## config.mk

```make
export PLATFORM = sky130hd
export DESIGN_NAME = pipeline_ctrl
export DESIGN_NICKNAME = d
export VERILOG_FILES = /design/src/rtl/pipeline_ctrl.sv
export SDC_FILE = /design/constraint.sdc
export NUM_CORES = 1
export LEC_CHECK = 0
export ABC_AREA = 0
export CAP_MARGIN = 20
export CORE_ASPECT_RATIO = 0.8
export CORE_MARGIN = 4
export CORE_UTILIZATION = 38
export CTS_CLUSTER_DIAMETER = 80
export CTS_CLUSTER_SIZE = 14
export DETAILED_ROUTE_END_ITERATION = 8
export GPL_ROUTABILITY_DRIVEN = 0
export GPL_TIMING_DRIVEN = 0
export PLACE_DENSITY = 0.78
export SLEW_MARGIN = 10
export SYNTH_ARGS = -nofsm -noshare
export SYNTH_HDL_FRONTEND = slang
export SYNTH_SLANG_ARGS = --single-unit
```

## constraint.sdc

```tcl
create_clock -name clk -period 2.5 [get_ports clk]
set_clock_uncertainty 0.15 [all_clocks]
set_input_delay 0.5 -clock clk [delete_from_list [all_inputs] [get_ports clk]]
set_output_delay 0.5 -clock clk [all_outputs]
set_load 0.02 [all_outputs]
```

## src/rtl/pipeline_ctrl.sv

```systemverilog
`default_nettype none
// ============================================================================
// Module      : pipeline_ctrl
// Description : Stage reset/enable controller for the 5-stage MIPS pipeline:
//               reset sequencing, RAW stalls, branch flushes, memory freeze,
//               debug halt/step, stall/flush statistics.
// Revision    : 1.0 - initial release
// ============================================================================
module pipeline_ctrl #(
    parameter int INIT_CYCLES       = 4,
    parameter int REGFILE_WB_BYPASS = 0
) (
    input  logic        clk,
    input  logic        rst_n,
    input  logic        debug_halt,
    input  logic        debug_step,
    input  logic [31:0] inst_data_id,
    input  logic        id_valid,
    input  logic        rs_used_id,
    input  logic        rt_used_id,
    input  logic [4:0]  regw_addr_exe,
    input  logic        wb_wen_exe,
    input  logic [4:0]  regw_addr_mem,
    input  logic        wb_wen_mem,
    input  logic [4:0]  regw_addr_wb,
    input  logic        wb_wen_wb,
    input  logic        is_branch_exe,
    input  logic        is_branch_mem,
    input  logic        mem_ren,
    input  logic        mem_wen,
    input  logic        mem_ack,
    output logic        if_rst,
    output logic        if_en,
    output logic        id_rst,
    output logic        id_en,
    output logic        exe_rst,
    output logic        exe_en,
    output logic        mem_rst,
    output logic        mem_en,
    output logic        wb_rst,
    output logic        wb_en,
    output logic        halted,
    output logic [31:0] stall_cnt,
    output logic [31:0] flush_cnt
);

    typedef enum logic [1:0] {
        S_INIT = 2'd0,
        S_RUN  = 2'd1,
        S_HALT = 2'd2,
        S_STEP = 2'd3
    } state_t;

    localparam logic [3:0] c_INIT_LOAD = 4'(INIT_CYCLES - 1);
    localparam logic       c_WB_HAZ_EN = (REGFILE_WB_BYPASS == 0);

    state_t     r_state;
    state_t     w_state_nxt;
    logic [3:0] r_init_cnt;

    logic [4:0] w_rs;
    logic [4:0] w_rt;
    logic       w_hz_exe;
    logic       w_hz_mem;
    logic       w_hz_wb;
    logic       w_raw;
    logic       w_mem_busy;
    logic       w_stall;
    logic       w_flush;
    logic       w_unused_bits;

    assign w_rs = inst_data_id[25:21];
    assign w_rt = inst_data_id[20:16];
    assign w_unused_bits = ^{inst_data_id[31:26], inst_data_id[15:0]};

    assign w_hz_exe = id_valid & wb_wen_exe & (regw_addr_exe != 5'd0) &
                      ((rs_used_id & (regw_addr_exe == w_rs)) |
                       (rt_used_id & (regw_addr_exe == w_rt)));
    assign w_hz_mem = id_valid & wb_wen_mem & (regw_addr_mem != 5'd0) &
                      ((rs_used_id & (regw_addr_mem == w_rs)) |
                       (rt_used_id & (regw_addr_mem == w_rt)));
    assign w_hz_wb  = id_valid & wb_wen_wb & (regw_addr_wb != 5'd0) &
                      ((rs_used_id & (regw_addr_wb == w_rs)) |
                       (rt_used_id & (regw_addr_wb == w_rt)));

    assign w_raw      = w_hz_exe | w_hz_mem | (c_WB_HAZ_EN & w_hz_wb);
    assign w_mem_busy = (mem_ren | mem_wen) & ~mem_ack;
    assign halted     = (r_state == S_HALT);

    always_ff @(posedge clk or negedge rst_n) begin
        if (!rst_n) begin
            r_state    <= S_INIT;
            r_init_cnt <= c_INIT_LOAD;
        end else begin
            r_state <= w_state_nxt;
            if (r_state == S_INIT && r_init_cnt != 4'd0) begin
                r_init_cnt <= r_init_cnt - 4'd1;
            end
        end
    end

    always_comb begin
        w_state_nxt = r_state;
        if_rst  = 1'b0;  if_en  = 1'b0;
        id_rst  = 1'b0;  id_en  = 1'b0;
        exe_rst = 1'b0;  exe_en = 1'b0;
        mem_rst = 1'b0;  mem_en = 1'b0;
        wb_rst  = 1'b0;  wb_en  = 1'b0;
        w_stall = 1'b0;
        w_flush = 1'b0;
        case (r_state)
            S_INIT: begin
                if_rst = 1'b1; id_rst = 1'b1; exe_rst = 1'b1;
                mem_rst = 1'b1; wb_rst = 1'b1;
                if (r_init_cnt == 4'd0) begin
                    w_state_nxt = S_RUN;
                end
            end
            S_HALT: begin
                // A step request wins over releasing the halt.
                if (debug_step) begin
                    w_state_nxt = S_STEP;
                end else if (!debug_halt) begin
                    w_state_nxt = S_RUN;
                end
            end
            default: begin
                if (r_state == S_RUN) begin
                    if (debug_halt) w_state_nxt = S_HALT;
                end else if (!w_mem_busy) begin
                    w_state_nxt = S_HALT;
                end
                // Branch rows precede raw: the ID instruction is wrong-path.
                if (w_mem_busy) begin
                    w_stall = 1'b1;
                end else if (is_branch_mem) begin
                    w_flush = 1'b1;
                    if_en = 1'b1; id_en = 1'b1; id_rst = 1'b1;
                    exe_en = 1'b1; mem_en = 1'b1; wb_en = 1'b1;
                end else if (is_branch_exe) begin
                    w_flush = 1'b1;
                    id_en = 1'b1; id_rst = 1'b1;
                    exe_en = 1'b1; mem_en = 1'b1; wb_en = 1'b1;
                end else if (w_raw) begin
                    w_stall = 1'b1;
                    exe_rst = 1'b1; exe_en = 1'b1;
                    mem_en = 1'b1; wb_en = 1'b1;
                end else begin
                    if_en = 1'b1; id_en = 1'b1; exe_en = 1'b1;
                    mem_en = 1'b1; wb_en = 1'b1;
                end
            end
        endcase
    end

    always_ff @(posedge clk or negedge rst_n) begin
        if (!rst_n) begin
            stall_cnt <= 32'd0;
            flush_cnt <= 32'd0;
        end else begin
            if (w_stall && stall_cnt != 32'hFFFF_FFFF) begin
                stall_cnt <= stall_cnt + 32'd1;
            end
            if (w_flush && flush_cnt != 32'hFFFF_FFFF) begin
                flush_cnt <= flush_cnt + 32'd1;
            end
        end
    end

endmodule
`default_nettype wire

```

==> results.toml <==
[run_status]
status = "finished, violations left"
violations = "negative setup slack"

[min_path]
hp-class = "reg -> reg"
hold_path_end = "stall_cnt[26]$_DFFE_PN0P_"
hold_depth = 1
min_from = "stall_cnt[26]$_DFFE_PN0P_"

[drt]
vias = 3401
drcViolationCount = 0
routedWlPerCell_um = 15.9
vias_per_cell = 5.18
firstDrtPassIters = 4
ant_nets = 0
drt_iter0_drc = 198
routed_wirelength_um = 10400

[final_layout]
num_antenna_cells = 0
nNetsFinal = 580
seq_area_um2 = 1760
utilization = 0.588
multiInputGateArea_um2 = 2050
areaGrowthSynthToFinish_pct = 51.1
fill_cells = 813
drive_gt1_frac = 0.202

[floorplanning]
rows = 32
die_x_um = 119
initial_core_util = 0.389
die_area_um2 = 11500
die_h_um = 96.9
core_area_um2 = 9650
boundaryPins = 137

[critical_path]
cp-end-kind = "primary output"
cpLargestDelayFamily = "compound AO/OA/AOI/OAI gates"
cp.arrival_ns = 1.99
start_kind = "input pin"
reg2reg_slack_ns = 0.04
max_stage_delay_ns = 0.37
crit_buf_inv = 2
path_max_fanout = 3
cp_slowest_cell = "or3_4"
critical_path_class = "in -> out"
reg2reg_to = "flush_cnt[31]$_DFFE_PN0P_"
reg2reg_depth = 8
r2r_start = "flush_cnt[1]$_DFFE_PN0P_"
crit_required_ns = 1.85
worstPathCellList = "buf_8, or3_4, o311a_1, a22oi_2, nand2_2, a31o_2, buf_6"

[clock_network]
cts_tree = "done"
cts_buffer_depth = 2
cts_root_buf = "clkbuf_16"
clk_pin_slew_ns = 0.05
numCtsBuffers = 9
h-tree-depth = 3
clock-sinks = 70
clk_latency_ns = 0.33

[synthesis]
ys_ff_latch = 70
yosysWarnings = 0
syn-num-nets = 431
synth.distinct_cells = 41
synth_area_um2 = 3750
postSynthAreaPerCell_um2 = 10.3
synth_largest_area_cell = "dfrtp_1"
synth.most_common_cell = "xnor2_1"
synth-edff-count = 0
synthDominantCellAreaShare = 0.453
ys_top_cells_by_area = "dfrtp_1 45%, xnor2_1 19%, nand4_1 5.0%, nand3_1 3.9%, nand2_1 3.5%"
syn_inst = 366
synth-seq-area-share = 0.467
async_reset_ff_frac = 1.00
synthTopCellsByCount = "82 x xnor2_1, 68 x dfrtp_1, 35 x nand2_1, 30 x nand4_1, 29 x nand3_1"
ys.flop_type = "dfrtp_1"

[grt]
grt_util_all_layers = 0.175
grt_first_pass_wirelength_um = 16700
grt_antenna_before_repair = 0
grt_max_degree = 63
grt-ovfl-total = 0
grt_pass1_vias = 3430

[placed_design]
dp_hpwl_um = 7560
port_buffers = 114
dpl_worst_slack_ns = -1.03

[timing]
fin_crit_ns = 2.64
final_hold_viol_count = 0
fin_ws_ns = -0.142
fmax_ghz = 0.378
worstMarginPinSlew_ns = 0.635
slew_violations = 0
setup_viol = 3
fin_crit_sh = 1.06
grt_setup_unrepaired = "true"
slew_headroom = 0.573
fin_hold_ws_ns = 0.344
tns_ns = -0.354

[run]
maxCapViolCount = 0

[power_and_ir_drop]
powerDensity_nw_per_um2 = 656
power_w = 0.00372
vdd_drop_max_mv = 0.621
leakagePower_nw = 2.34
-- routing by layer --
layer  track usage  part of all wire  vias up
met5             0                 0        -
met1         0.233              0.44     1711
li1              -                 -     1577
met3        0.0479             0.048       10
met2         0.285              0.50      103
met4        0.0374            0.0093        0
-- timing repair --
action                                 CTS  global route
hold buffers                             1             0
gates cloned                             0             0
pin swaps                               16            23
endpoints found under the hold margin    8             0
setup buffers                            9            13
setup endpoints to repair               65            58
gates resized for setup                116            35
-- per-stage QoR --
step | area, um^2 | std cells
after CTS | 5520 | 643
final | 5670 | 656
after global routing | 5670 | 656
after detailed placement | 5090 | 617
after global placement | 5070 | 616
after floorplan | 3750 | 366
-- cell families (layout without fill, tap and decap cells) --
| logic type | Yosys count | after routing | share of synthesized area |
|---|---|---|---|
| mux | 2 | 2 | 0.00567 |
| compound gates | 21 | 21 | 0.0410 |
| buf+inv | 16 | 170 | 0.0200 |
| simple gates | 160 | 160 | 0.237 |
| fa+ha+maj | 3 | 3 | 0.0100 |
| flops | 70 | 70 | 0.467 |
| xor+xnor | 94 | 94 | 0.219 |
-- state kept, by name, indices dropped and copies added, names as in the netlist --
| signal | flops |
|---|---|
| r_state | 2 |
| r_init_cnt | 4 |
| flush_cnt | 32 |
| stall_cnt | 32 |
-- power by group --
group,leakage (nW),internal (W),switching [W],total (W)
clock network,0.152,0.000821,0.000451,0.00127
logic,1.25,0.000517,0.000550,0.00107
registers,0.937,0.00123,0.000149,0.00138
total,2.34,0.00257,0.00115,0.00372
-- area by class of cell --
cell class / instances / share of cell area
inverter: 5 / 0.00331
clock buffer: 12 / 0.0452
multi-input combinational: 280 / 0.362
tap: 136 / 0.0300
buffer: 11 / 0.0132
clock inverter: 4 / 0.00794
timing repair buffer: 138 / 0.228
sequential: 70 / 0.310
-- worst max-delay path by stage --
stage                                start  slack (ns)  cells after the start                        end
final                      regw_addr_wb[1]       -0.14                      7                    exe_rst
after global placement               rst_n       -1.51                      1  stall_cnt[20]$_DFFE_PN0P_
after detailed placement  regw_addr_exe[0]       -1.03                      8                      if_en
after floorplan            regw_addr_wb[0]        0.05                      5                      id_en
after CTS                 regw_addr_exe[0]       -0.13                      8                      if_en
after global routing       regw_addr_wb[1]       -0.18                      8                      if_en
-- layout by cell type (no fill, tap or decap), drive strengths merged, types with 2 or more instances in the layout --
cell,instances
a21boi,2
a21oi,3
and2,5
and3,15
and4,4
buf,42
clkbuf,24
clkdlybuf4s15,4
clkdlybuf4s50,81
clkinv,3
dfrtp,68
dfstp,2
dlygate4sd2,9
ha,3
inv,5
nand2,35
nand3,29
nand4,31
nor2,19
nor2b,2
nor3,8
nor4,6
o21ai,4
o21bai,2
o22ai,2
o311a,2
or3,3
or4,2
xnor2,82
xor2,12
(Power assumes the default switching activity.)
